$ cat src/rtl/alu_pkg.sv
// Shared ALU definitions: default datapath width, select codes and the common word type.
package alu_pkg;
    localparam int          ALU_WIDTH    = 8;
    localparam logic [2:0]  ALU_SEL_MULT = 3'b100;

    typedef logic [ALU_WIDTH-1:0] alu_word_t;
endpackage

$ cat src/rtl/alu_mult_unit_if.sv
// Operand/result bus of the ALU multiply path. OVERFLOW exists only when MULT_OVERFLOW_EN is defined.
interface alu_mult_unit_if
    import alu_pkg::*;
#(
    parameter int WIDTH = ALU_WIDTH
);
    logic             IN_VALID;
    logic [WIDTH-1:0] DATA1;
    logic [WIDTH-1:0] DATA2;
    logic             OUT_VALID;
    logic [WIDTH-1:0] RESULT;
    logic             ZERO;
`ifdef MULT_OVERFLOW_EN
    logic             OVERFLOW;
`endif

    modport master (
`ifdef MULT_OVERFLOW_EN
        input  OVERFLOW,
`endif
        output IN_VALID, DATA1, DATA2,
        input  OUT_VALID, RESULT, ZERO
    );

    modport slave (
`ifdef MULT_OVERFLOW_EN
        output OVERFLOW,
`endif
        input  IN_VALID, DATA1, DATA2,
        output OUT_VALID, RESULT, ZERO
    );
endinterface

$ cat src/rtl/mux2.sv
// Parameterised WIDTH-bit 2:1 multiplexer, purely combinational.
module mux2 #(
    parameter int WIDTH = 8
) (
    input  logic [WIDTH-1:0] IN0,
    input  logic [WIDTH-1:0] IN1,
    input  logic             SELECT,
    output logic [WIDTH-1:0] OUT
);
    assign OUT = SELECT ? IN1 : IN0;
endmodule

$ cat src/rtl/alu_mult_unit.sv
// Registered shift-add multiplier, 1-cycle latency, product truncated to WIDTH bits.
// Optional OVERFLOW output enabled by defining MULT_OVERFLOW_EN.
module alu_mult_unit
    import alu_pkg::*;
#(
    parameter int WIDTH = ALU_WIDTH
) (
    input  logic          CLK,
    input  logic          RESET,
    alu_mult_unit_if.slave bus
);
    logic [WIDTH-1:0][WIDTH-1:0] pp;
    logic [WIDTH:0][WIDTH-1:0]   acc;
    logic [WIDTH-1:0]            result_d, result_q;
    logic                        out_valid_q;

    // Low WIDTH bits of the product are sign-agnostic, so plain unsigned partial products suffice
    for (genvar i = 0; i < WIDTH; i++) begin : g_pp
        mux2 #(.WIDTH(WIDTH)) u_mux2 (
            .IN0    ('0),
            .IN1    (bus.DATA1 << i),
            .SELECT (bus.DATA2[i]),
            .OUT    (pp[i])
        );
        assign acc[i+1] = acc[i] + pp[i];
    end
    assign acc[0]   = '0;
    assign result_d = acc[WIDTH];

    always_ff @(posedge CLK) begin
        if (RESET) begin
            result_q    <= '0;
            out_valid_q <= 1'b0;
        end else begin
            out_valid_q <= bus.IN_VALID;
            if (bus.IN_VALID) result_q <= result_d;
        end
    end

    assign bus.RESULT    = result_q;
    assign bus.ZERO      = (result_q == '0);
    assign bus.OUT_VALID = out_valid_q;

`ifdef MULT_OVERFLOW_EN
    logic signed [2*WIDTH-1:0] a_ext, b_ext, full_prod;
    logic                      ovf_d, ovf_q;

    assign a_ext     = $signed({{WIDTH{bus.DATA1[WIDTH-1]}}, bus.DATA1});
    assign b_ext     = $signed({{WIDTH{bus.DATA2[WIDTH-1]}}, bus.DATA2});
    assign full_prod = a_ext * b_ext;
    // Representable iff the upper half plus the result sign bit are all copies of one bit
    assign ovf_d     = !((&full_prod[2*WIDTH-1:WIDTH-1]) || !(|full_prod[2*WIDTH-1:WIDTH-1]));

    always_ff @(posedge CLK) begin
        if (RESET)             ovf_q <= 1'b0;
        else if (bus.IN_VALID) ovf_q <= ovf_d;
    end

    assign bus.OVERFLOW = ovf_q;
`endif
endmodule

$ cat src/flat_wrapper.sv
// flat-port wrapper written by rule: the top's interface ports become plain ports
module alu_mult_unit_flat import alu_pkg::*;
#(
    parameter int WIDTH = ALU_WIDTH
)
  (CLK, RESET, bus_IN_VALID, bus_DATA1, bus_DATA2, bus_OUT_VALID, bus_RESULT, bus_ZERO);
  alu_mult_unit_if #(.WIDTH(WIDTH)) bus_i ();
  input  logic CLK;
  input  logic RESET;
  input wire logic [$bits(bus_i.IN_VALID)-1:0] bus_IN_VALID;
  input wire logic [$bits(bus_i.DATA1)-1:0] bus_DATA1;
  input wire logic [$bits(bus_i.DATA2)-1:0] bus_DATA2;
  output wire logic [$bits(bus_i.OUT_VALID)-1:0] bus_OUT_VALID;
  output wire logic [$bits(bus_i.RESULT)-1:0] bus_RESULT;
  output wire logic [$bits(bus_i.ZERO)-1:0] bus_ZERO;
  assign bus_i.IN_VALID = bus_IN_VALID;
  assign bus_i.DATA1 = bus_DATA1;
  assign bus_i.DATA2 = bus_DATA2;
  assign bus_OUT_VALID = bus_i.OUT_VALID;
  assign bus_RESULT = bus_i.RESULT;
  assign bus_ZERO = bus_i.ZERO;
  alu_mult_unit #(.WIDTH(WIDTH)) u_core (.CLK(CLK), .RESET(RESET), .bus(bus_i));
endmodule
$ cat config.mk
export PLATFORM = sky130hd
export DESIGN_NAME = alu_mult_unit_flat
export DESIGN_NICKNAME = d
export VERILOG_FILES = /design/src/rtl/alu_pkg.sv /design/src/rtl/alu_mult_unit_if.sv /design/src/rtl/mux2.sv /design/src/rtl/alu_mult_unit.sv /design/src/flat_wrapper.sv
export SDC_FILE = /design/constraint.sdc
export NUM_CORES = 1
export LEC_CHECK = 0
export ABC_AREA = 1
export BUFFER_PORTS_ARGS = -buffer_cell sky130_fd_sc_hd__buf_2
export CELL_PAD_IN_SITES_DETAIL_PLACEMENT = 0
export CELL_PAD_IN_SITES_GLOBAL_PLACEMENT = 1
export CORE_UTILIZATION = 25
export DETAILED_ROUTE_END_ITERATION = 10
export PLACE_DENSITY_LB_ADDON = 0.1
export SETUP_SLACK_MARGIN = 0.5
export SYNTH_ARGS = -nofsm -noshare
export SYNTH_HDL_FRONTEND = slang
export SYNTH_SLANG_ARGS = --single-unit
export TNS_END_PERCENT = 50
$ cat constraint.sdc
create_clock -name CLK -period 13.6 [get_ports CLK]
set_input_delay 2.72 -clock CLK [delete_from_list [all_inputs] [get_ports CLK]]
set_output_delay 2.72 -clock CLK [all_outputs]
set_load 0.03 [all_outputs]
# --- Word-level counts from Yosys, hierarchy flattened ---
# Index checks and enable logic that the tools add are counted.
word_totals:
  regBits: 9
  word_cells: 18
  out_inout_bits: 10
  in_bits: 19
op_classes:
  muxes: 8
  n_addsub: 7
  n_reduce_logical: 1
ops:
  columns: ["operator", "n"]
  rows:
  - ["$mux W8", 8]
  - ["$add A8 B8 Y8", 7]
  - ["$logic_not A8 Y1", 1]

# --- Longest topological paths before layout ---
# Gate-level depths: netlist (run 1).
depth:
  depth_word: 8
  ltp_mapped: 24
  ltp_nobuf: 23

# --- Hierarchy ---
# Synthesis (run 1) repeated with hierarchy kept, for this count alone.
unflattened:
  hier_cells: 447
  area_unflattened_um2: 2652.5
by_module_without_submodules:
  columns: ["mod", "n_inst", "area_each_um2", "cells_each"]
  rows:
  - ["alu_mult_unit", 1, 1811.7, 239]
  - ["mux2", 8, 105.1, 26]

# --- Worst setup path after synthesis (run 1) ---
# Ideal clock, no wire load.
synth_path:
  kind: "input-to-reg"
  startpoint: "in bus_DATA1[0]"
  endpoint: "reg u_core.result_q[7] (netlist: u_core.bus.RESULT[7])"
  path_slack_ps: 7408
  stages: 23
  setup_ps: 109
  t_arrival_ps: 6083
  cell_sequence: "buf_6 nand2_1 inv_1 fa_1 fa_1 inv_1 fa_1 inv_1 ha_1 ha_1 fa_1 inv_1 nand2_1 nand2_1 nand2_2 nand3_1 nand2_1 nand2_1 nand2_1 nand2_1 nand3_1 nand2_1 inv_1"
synth_via:
  elab_chain_len: 8
  word_cells_on_any_way: 15
  classes_between: "add/sub (7); mux (8)"
synth_rtl:
  columns: ["item", "line_no", "source"]
  rows:
  - ["from (decl)", "flat_wrapper.sv:11", "input wire logic [$bits(bus_i.DATA1)-1:0] bus_DATA1;"]
  - ["$mux W8", "mux2.sv:10", "assign OUT = SELECT ? IN1 : IN0;"]
  - ["$add A8 B8 Y8 (6 in series)", "alu_mult_unit.sv:25", "assign acc[i+1] = acc[i] + pp[i];"]
  - ["$add A8 B8 Y8 (*)", "alu_mult_unit.sv:25", null]
  - ["to (signal assigned)", "alu_mult_unit.sv:36", "if (bus.IN_VALID) result_q <= result_d;"]
  - ["to (decl)", "alu_mult_unit.sv:14", "logic [WIDTH-1:0] result_d, result_q;"]
# Mark *: on every way between the ends. The rest lies on a longest branch, timed or not.
# A chain may end at the register's enable or synchronous reset.

# --- Worst setup path after layout (run 1) ---
# Same ends and word-level chain as after synthesis.

==> flow_metrics.py, run 1 <==
metrics = {
    "cells_and_area": {
        "syn_to_final_growth_pct": 17.90,
        "drive_gt1_share_pct": 19.35,
        "design_area_um2": 1500,
        "antenna_cells": 0,
        "fillers": 580,
        "layout_commonest_cell": "nand2_1",
        "nNetsFinal": 261,
        "final_cell_mix": "nand2_1, inv_1, buf_2",
    },
    "synthesis": {
        "ys_ff_latch": 9,
        "ys_seq_area_share_pct": 14.16,
        "synth_cell_types": 18,
        "syn_inst": 189,
        "syn_area_um2": 1272,
        "syn_nets": 232,
        "avgSynthCellArea_um2": 6.733,
        "yosys_warnings": 0,
    },
    "floorplan": {
        "dieHeight_um": 73.35,
        "num_io_pins": 29,
        "die-area_um2": 5379,
        "row_count": 25,
        "core_um2": 4817,
        "die_w_um": 73.35,
        "initial_core_util_pct": 26.42,
    },
    "place": {
        "placed_area_um2": 1455,
        "io_buffers": 28,
        "dp_worst_setup_slack_ns": 7.141,
        "dpl.hpwl_um": 2605,
        "globalplace.congestion": 0.7478,
    },
    "power": {
        "leakagePower_nw": 0.9171,
        "p_per_area_nw_per_um2": 90.75,
        "ir_drop_mv": 0.02874,
        "power.total_uw": 136.1,
    },
    "global_routing": {
        "first_global_vias": 1245,
        "antenna_found_initial": 0,
        "grt_usage_pct": 12.79,
        "grt_max_degree": 11,
        "grt_pass1_wl_um": 5347,
        "grt_overflow": 0,
    },
    "routing": {
        "vias": 1180,
        "drc": 0,
        "ant_nets": 0,
        "wl_per_cell_um": 10.54,
        "vias_per_cell": 4.155,
        "wl_um": 2994,
        "initialDrtViolationCount": 27,
        "first_pass_iters": 4,
    },
    "timing": {
        "worst_pin_slew_ns": 0.2559,
        "finClkSkew_ns": 0,
        "report.final.setup_viol": 0,
        "finalHoldViolCount": 0,
        "slew_viol_final": 0,
        "relSlewSlack_pct": 82.78,
        "fin_crit_ns": 6.165,
        "fin_crit_sh_pct": 45.33,
        "postLayoutSetupSlackWorst_ns": 7.435,
        "setup_tns_ns": 0,
        "rsz0062_at_grt": "false",
        "fmax_mhz": 162.2,
    },
    "cts": {
        "cts_buffers": 3,
        "cts_tree": "yes",
        "post_cts_resized": 0,
        "htreeDepth": 1,
        "clkLatencyLatePin_ns": 0.23,
        "cts_max_path_buffers": 2,
        "cts_num_sinks": 9,
        "cts_setup_buffers": 0,
        "cts.clk_slew.worst_paths_ns": 0.04,
        "root_buffer": "clkbuf_8",
        "cts.hold.buffers_added": 0,
    },
    "critical_path": {
        "end_kind": "flip-flop",
        "path_max_fanout": 9,
        "rr_worst_depth": 4,
        "r2r_start": "u_core.bus.RESULT[7]$_SDFFE_PP0P_",
        "cp.arrival_ns": 6.30,
        "required_ns": 13.73,
        "r2r_slack_ns": 12.93,
        "crit_type": "primary input to flip-flop",
        "cp-start-kind": "primary input",
        "worst_r2r_endpoint": "u_core.bus.RESULT[7]$_SDFFE_PP0P_",
    },
    "hold_path": {
        "hold_path_end": "u_core.bus.RESULT[0]$_SDFFE_PP0P_",
        "hp-class": "flip-flop to flip-flop",
        "hold_depth": 2,
        "worstHoldStart": "u_core.bus.RESULT[0]$_SDFFE_PP0P_",
    },
    "run_status": {
        "outcome": "completed",
    },
    "run": {
        "drv_cap": 0,
    },
}
-- metal layers --
layer	global-route usage [%]	up-vias	routed length (µm)
li1	-	616	-
met1	17.24	544	1501
met2	22.22	20	1393
met3	2.058	0	99
met4	1.282	0	0
met5	0	-	0
-- synth_stat cells --
cell	number	area, µm²
nor2_1	15	56.30
o21ai_0	6	30.03
buf_4	1	7.510
nand3_2	3	30.03
nor4_1	2	12.51
buf_6	3	33.78
ha_1	10	125.1
nand2_2	7	43.79
inv_1	40	150.1
inv_2	1	3.750
nand3_1	14	70.07
fa_1	14	280.3
clkinv_1	1	3.750
dfxtp_1	9	180.2
xor2_1	1	8.760
a21oi_1	1	5.000
and2_1	1	6.260
nand2_1	60	225.2
-- power by group --
| part | switching (mW) | internal (mW) | leakage (nW) |
|---|---|---|---|
| Clock | 0.0109 | 0.0205 | 0.0228 |
| Combinational | 0.0452 | 0.0276 | 0.820 |
| Sequential | 0.00216 | 0.0298 | 0.0747 |
-- through the flow --
| step | hold WS (ns) | util, % | cells |
|---|---|---|---|
| floorplan | 0.5962 | - | 189 |
| global placement | 0.4704 | 30.21 | 280 |
| detailed placement | 0.4718 | 30.21 | 280 |
| CTS | 0.4947 | 31.14 | 284 |
| global route | 0.5345 | 31.14 | 284 |
| finish | 0.4876 | 31.14 | 284 |
-- kinds of logic after synthesis --
| kind of cell | share of synthesized area [%] |
|---|---|
| AND/OR/NAND/NOR | 34.91 |
| AO/OA/AOI/OAI | 2.753 |
| flip-flops | 14.16 |
| buffers and inverters | 15.63 |
| XOR/XNOR | 0.6884 |
| adder cells (fa/ha/maj) | 31.86 |
-- critical path, stage by stage --
cell,delay (ns)
buf_2,0.16
nand2_1,0.09
inv_1,0.05
fa_1,0.51
fa_1,0.54
inv_1,0.05
fa_1,0.53
inv_1,0.04
ha_1,0.28
ha_1,0.21
fa_1,0.38
inv_1,0.06
nand2_1,0.07
nand2_1,0.08
nand2_2,0.06
nand3_1,0.09
nand2_1,0.06
nand2_1,0.07
nand2_1,0.05
nand2_1,0.05
nand3_1,0.07
nand2_1,0.06
inv_1,0.03
-- how the worst max path moves through the flow --
stage	end	slack, ns	startpoint	depth (start not counted)
detailed placement	u_core.bus.RESULT[7]$_SDFFE_PP0P_	7.14	bus_DATA1[0]	23
global placement	u_core.bus.RESULT[7]$_SDFFE_PP0P_	7.19	bus_DATA1[0]	23
finish	u_core.bus.RESULT[7]$_SDFFE_PP0P_	7.43	bus_DATA1[0]	23
global route	u_core.bus.RESULT[7]$_SDFFE_PP0P_	7.11	bus_DATA1[0]	23
floorplan	u_core.bus.RESULT[7]$_SDFFE_PP0P_	7.41	bus_DATA1[0]	23
CTS	u_core.bus.RESULT[7]$_SDFFE_PP0P_	7.38	bus_DATA1[0]	23
-- cell type report --
type | count | area, µm² | share of cell area (%)
Multi-Input combinational cell | 134 | 893.4 | 59.55
Sequential cell | 9 | 180.2 | 12.01
Inverter | 42 | 157.7 | 10.51
Timing Repair Buffer | 28 | 140.1 | 9.341
Tap cell | 67 | 83.83 | 5.588
Clock buffer | 4 | 45.04 | 3.002
-- sequential cells by signal (all words and copies together) (netlist names) --
name / flops
u_core.bus.OUT_VALID: 1
u_core.bus.RESULT: 8
Power figures use the tool's default switching activity.
==> inputs of run 2 (changes only) <==
==> constraint.sdc (replaced) <==
create_clock -name CLK -period 6.15 [get_ports CLK]
set_input_delay 1.23 -clock CLK [delete_from_list [all_inputs] [get_ports CLK]]
set_output_delay 1.23 -clock CLK [all_outputs]
set_load 0.03 [all_outputs]
==> run 2 against run 1 <==
Critical path type unchanged; highest routed layer is now met4; core utilization stayed put; routed wire length decreased by 4.1%; critical endpoint unchanged; combinational power grew 120%; non-clock buffer count unchanged; sequential share of layout area did not move; largest cell class unchanged; sequential power up 120%; worst setup slack lost 6.0 ns.
==> flow_metrics.py, run 2 (synthesis gave the netlist of run 1 again) <==
metrics = {
    "hold_path": {
        "hp-class": "flip-flop to flip-flop",
        "hold_depth": 2,
        "hold_path_end": "u_core.bus.RESULT[0]$_SDFFE_PP0P_",
        "worstHoldStart": "u_core.bus.RESULT[0]$_SDFFE_PP0P_",
    },
    "critical_path": {
        "cp.arrival_ns": 4.80,
        "rr_worst_depth": 4,
        "cp-start-kind": "primary input",
        "critPathBufInv": 6,
        "critical_path.top_delay_family": "adder cells",
        "r2r_slack_ns": 5.49,
        "r2r_start": "u_core.bus.RESULT[7]$_SDFFE_PP0P_",
        "crit_top_cell": "nand2_1",
        "crit_type": "primary input to flip-flop",
        "end_kind": "flip-flop",
        "path_cells": "buf_2, nand2_1, inv_1, fa_1, fa_1, inv_1, fa_1, inv_1, ha_1, ha_1, fa_1, inv_1, nand2_1, nand2_1, nand2_2, nand3_1, nand2_1, nand2_1, nand2_1, nand2_1, nand3_1, nand2_1, inv_1",
        "worst_r2r_endpoint": "u_core.bus.RESULT[7]$_SDFFE_PP0P_",
        "max_stage_delay_ns": 0.55,
        "required_ns": 6.28,
        "path_max_fanout": 9,
        "crit_slowest_cell": "fa_1",
    },
    "global_routing": {
        "antenna_found_initial": 0,
        "first_global_vias": 1189,
        "grt_max_degree": 11,
        "grt_usage_pct": 12.26,
        "grt_overflow": 0,
        "grt_pass1_wl_um": 5085,
    },
    "timing": {
        "worst_pin_slew_ns": 0.2239,
        "report.final.setup_viol": 0,
        "rsz0062_at_grt": "false",
        "fmax_mhz": 214.0,
        "relSlewSlack_pct": 84.94,
        "finClkSkew_ns": 0,
        "fin_crit_ns": 4.673,
        "holdWs_ns": 0.4846,
        "slew_viol_final": 0,
        "fin_crit_sh_pct": 75.99,
        "postLayoutSetupSlackWorst_ns": 1.477,
        "setup_tns_ns": 0,
        "finalHoldViolCount": 0,
    },
    "power": {
        "power.total_uw": 297.5,
        "p_per_area_nw_per_um2": 198.3,
        "leakagePower_nw": 0.9171,
        "ir_drop_mv": 0.07854,
    },
    "cts": {
        "cts.hold.buffers_added": 0,
        "htreeDepth": 1,
        "cts_max_path_buffers": 2,
        "cts_tree": "yes",
        "root_buffer": "clkbuf_8",
        "cts_buffers": 3,
        "cts_setup_buffers": 0,
        "post_cts_resized": 0,
        "clkLatencyLatePin_ns": 0.23,
        "cts_num_sinks": 9,
        "cts.clk_slew.worst_paths_ns": 0.04,
    },
    "routing": {
        "first_pass_iters": 4,
        "vias": 1193,
        "wl_per_cell_um": 10.11,
        "ant_nets": 0,
        "drc": 0,
        "wl_um": 2870,
        "initialDrtViolationCount": 26,
        "vias_per_cell": 4.201,
    },
    "floorplan": {
        "die_w_um": 73.35,
        "die-area_um2": 5379,
        "num_io_pins": 29,
        "initial_core_util_pct": 26.42,
        "dieHeight_um": 73.35,
        "row_count": 25,
        "core_um2": 4817,
    },
    "place": {
        "dpl.hpwl_um": 2551,
        "io_buffers": 28,
        "globalplace.congestion": 0.7479,
        "placed_area_um2": 1455,
        "dp_worst_setup_slack_ns": 1.199,
    },
    "run": {
        "drv_cap": 0,
    },
    "cells_and_area": {
        "drive_gt1_share_pct": 19.35,
        "nNetsFinal": 261,
        "largest_register_ffs": 8,
        "antenna_cells": 0,
        "layout_commonest_cell": "nand2_1",
        "final_cell_mix": "nand2_1, inv_1, buf_2",
        "design_area_um2": 1500,
        "syn_to_final_growth_pct": 17.90,
    },
    "run_status": {
        "outcome": "completed",
    },
}
[run 2: cell counts in the layout (fill, tap and decap cells not counted)]
No cell type changed its count.
[run 2: area by class of cell]
cell class	count	area, µm²
fillers	552	3317
multi-input cells	134	893.4
clock buffers	4	45.04
flip-flops and latches	9	180.2
repair buffers	28	140.1
inverters	42	157.7
well taps	67	83.83
[run 2: worst max path at each step]
stage | startpoint | end | slack, ns | depth (start not counted)
2_1_floorplan | bus_DATA1[0] | u_core.bus.RESULT[7]$_SDFFE_PP0P_ | 1.45 | 23
3_3_place_gp | bus_DATA1[0] | u_core.bus.RESULT[7]$_SDFFE_PP0P_ | 1.23 | 23
3_5_place_dp | bus_DATA1[0] | u_core.bus.RESULT[7]$_SDFFE_PP0P_ | 1.20 | 23
4_1_cts | bus_DATA1[0] | u_core.bus.RESULT[7]$_SDFFE_PP0P_ | 1.44 | 23
5_1_grt | bus_DATA1[0] | u_core.bus.RESULT[7]$_SDFFE_PP0P_ | 1.17 | 23
6_report | bus_DATA1[0] | u_core.bus.RESULT[7]$_SDFFE_PP0P_ | 1.48 | 23
[run 2: worst min-delay path, cell delays in order (launching register included)]
cell     delay, ns
dfxtp_1       0.31
nand2_1       0.06
a21oi_1       0.06
[run 2: metal layers]
metal	track usage (%)	vias to the layer above	share of wire, %
met5	0	-	0
met4	1.923	0	0.59
met3	2.058	2	4.0
met2	19.96	22	45
met1	17.31	553	50
li1	-	616	-
[run 2: power breakdown]
part	leakage [nW]	switching, mW	internal [mW]	total (mW)
registers	0.0747	0.00456	0.0659	0.0705
logic	0.820	0.0988	0.0607	0.159
clock network	0.0228	0.0224	0.0451	0.0675
total	0.917	0.126	0.172	0.297
[run 2: per-stage QoR]
stage	cells	util, %
detailed placement	280	30.21
floorplan	189	-
global placement	280	30.21
CTS	284	31.14
finish	284	31.14
global route	284	31.14
==> inputs of run 3 (changes only) <==
==> constraint.sdc (replaced) <==
create_clock -name CLK -period 4.8 [get_ports CLK]
set_input_delay 0.96 -clock CLK [delete_from_list [all_inputs] [get_ports CLK]]
set_output_delay 0.96 -clock CLK [all_outputs]
set_load 0.03 [all_outputs]
==> run 3 against run 2 <==
Global-route usage hardly changed; routed wire length is 0.45% higher; worst setup slack worse by 0.83 ns; critical path type unchanged; clock skew stayed put; register-to-register slack worse by 1.3 ns; worst hold slack worse by 0.0012 ns.
==> flow_metrics.py, run 3 (synthesis gave the netlist of run 1 again) <==
metrics = {
    "cts": {
        "cts.hold.buffers_added": 0,
        "cts_buffers": 3,
        "clkLatencyLatePin_ns": 0.23,
        "cts_max_path_buffers": 2,
        "cts_tree": "yes",
        "cts.clk_slew.worst_paths_ns": 0.05,
        "htreeDepth": 1,
        "cts_num_sinks": 9,
        "root_buffer": "clkbuf_8",
    },
    "power": {
        "intPower_uw": 234.9,
        "switchingPower_uw": 170.4,
        "p_clk_share_pct": 22.0,
        "leakagePower_nw": 0.9730,
        "seqPwrFrac_pct": 22.3,
        "comb_power_share_pct": 55.7,
        "p_per_area_nw_per_um2": 245.4,
        "p_sw_share_pct": 42.05,
        "ir_drop_mv": 0.09856,
        "power.total_uw": 405.4,
    },
    "floorplan": {
        "core_um2": 4817,
        "initial_core_util_pct": 26.42,
        "row_count": 25,
        "die_w_um": 73.35,
        "die-area_um2": 5379,
        "dieHeight_um": 73.35,
        "num_io_pins": 29,
    },
    "cells_and_area": {
        "design_area_um2": 1652,
        "nNetsFinal": 265,
        "layout_commonest_cell": "nand2_1",
        "drive_gt1_share_pct": 27.60,
        "antenna_cells": 0,
        "utilization_pct": 34.29,
        "largest_register_ffs": 8,
        "final_cell_mix": "nand2_1, inv_1, buf_2",
        "syn_to_final_growth_pct": 29.79,
    },
    "hold_path": {
        "hp-class": "flip-flop to flip-flop",
    },
    "timing": {
        "fmax_mhz": 241.0,
        "slew_viol_final": 0,
        "report.final.setup_viol": 0,
        "finalHoldViolCount": 0,
        "finClkSkew_ns": 0,
        "fin_crit_sh_pct": 86.46,
        "rsz0062_at_grt": "true",
        "setup_tns_ns": 0,
        "relSlewSlack_pct": 84.14,
        "worst_pin_slew_ns": 0.2358,
        "fin_crit_ns": 4.150,
    },
    "critical_path": {
        "required_ns": 4.93,
        "r2r_slack_ns": 4.15,
        "cp-start-kind": "primary input",
        "path_max_fanout": 3,
        "end_kind": "flip-flop",
        "crit_type": "primary input to flip-flop",
        "cp.arrival_ns": 4.28,
    },
    "routing": {
        "vias_per_cell": 4.135,
        "vias": 1191,
        "drc": 0,
        "first_pass_iters": 4,
        "ant_nets": 0,
        "initialDrtViolationCount": 31,
        "wl_per_cell_um": 10.01,
        "wl_um": 2883,
    },
    "place": {
        "placed_area_um2": 1483,
        "globalplace.congestion": 0.7182,
        "dpl.hpwl_um": 2563,
        "io_buffers": 28,
    },
    "global_routing": {
        "grt_pass1_wl_um": 5112,
        "first_global_vias": 1133,
        "grt_overflow": 0,
        "grt_max_degree": 11,
        "antenna_found_initial": 0,
        "grt_usage_pct": 12.22,
    },
    "run": {
        "drv_cap": 0,
    },
    "run_status": {
        "outcome": "completed",
    },
}
run 3: cell types whose count changed in the layout (fill, tap and decap cells not counted), moves of 2 or more:
cell,previous run,this run
buf_2,28,18
buf_4,0,5
buf_6,0,5
buf_8,0,3
inv_1,40,36
inv_2,1,5
nand2_1,60,53
nand2_2,7,12
nand2_4,0,2
nand3_1,14,12
nand3_2,3,5
run 3: metal layers:
| metal | track usage (%) | share of wire, % | routed length [µm] | up-vias |
|---|---|---|---|---|
| li1 | - | - | - | 622 |
| met1 | 17.38 | 50 | 1443 | 558 |
| met2 | 20.06 | 48 | 1380 | 11 |
| met3 | 2.058 | 2.1 | 60 | 0 |
| met4 | 1.282 | 0 | 0 | 0 |
| met5 | 0 | 0 | 0 | - |
run 3: layout make-up:
cell class | count | area [µm²]
inverters | 42 | 157.7
well taps | 67 | 83.83
multi-input cells | 134 | 935.9
fillers | 566 | 3166
clock buffers | 4 | 45.04
repair buffers | 32 | 249.0
flip-flops and latches | 9 | 180.2
run 3: metrics by stage:
stage               instances  hold WS [ns]  setup WS, ns
floorplan                 189        0.5962        0.5225
global placement          280        0.4735        0.2332
detailed placement        280        0.4746        0.2297
CTS                       284        0.4904        0.5241
global route              288        0.5218        0.4372
finish                    288        0.4834        0.6499
run 3: worst paths after layout:
path	startpoint	endpoint	cells past startpoint
min	u_core.bus.RESULT[0]$_SDFFE_PP0P_	u_core.bus.RESULT[0]$_SDFFE_PP0P_	2
min reg2reg	u_core.bus.RESULT[0]$_SDFFE_PP0P_	u_core.bus.RESULT[0]$_SDFFE_PP0P_	2
max	bus_DATA2[0]	u_core.bus.RESULT[7]$_SDFFE_PP0P_	23
max reg2reg	u_core.bus.RESULT[7]$_SDFFE_PP0P_	u_core.bus.RESULT[7]$_SDFFE_PP0P_	4
run 3: critical path, cell delays in order:
cell and delay (ns):
buf_12 0.08, nand2_4 0.04, fa_1 0.54, inv_2 0.04
fa_1 0.54, inv_2 0.04, fa_1 0.49, inv_1 0.04
ha_1 0.28, ha_2 0.18, fa_2 0.35, nand2_2 0.09
nand2_1 0.06, nand2_2 0.07, nand2_2 0.05, nand2_2 0.06
nand2_1 0.05, nand2_1 0.07, nand2_1 0.05, nand2_1 0.05
nand3_1 0.06, nand2_1 0.06, inv_1 0.03
run 3: repair_timing:
item / in CTS / in global routing
pin swaps: 0 / 13
endpoints found under the setup margin: 1 / 1
buffers inserted: 0 / 4
resized for setup: 1 / 36
run 3: power groups by stage:
stage / Combinational (mW) / Sequential (mW) / Clock, mW
3_5_place_dp: 0.218 / 0.0917 / 0
3_3_place_gp: 0.217 / 0.0916 / 0
2_1_floorplan: 0.146 / 0.109 / 0
4_1_cts: 0.220 / 0.0903 / 0.0919
5_1_grt: 0.263 / 0.0921 / 0.0966
6_report: 0.226 / 0.0902 / 0.0892
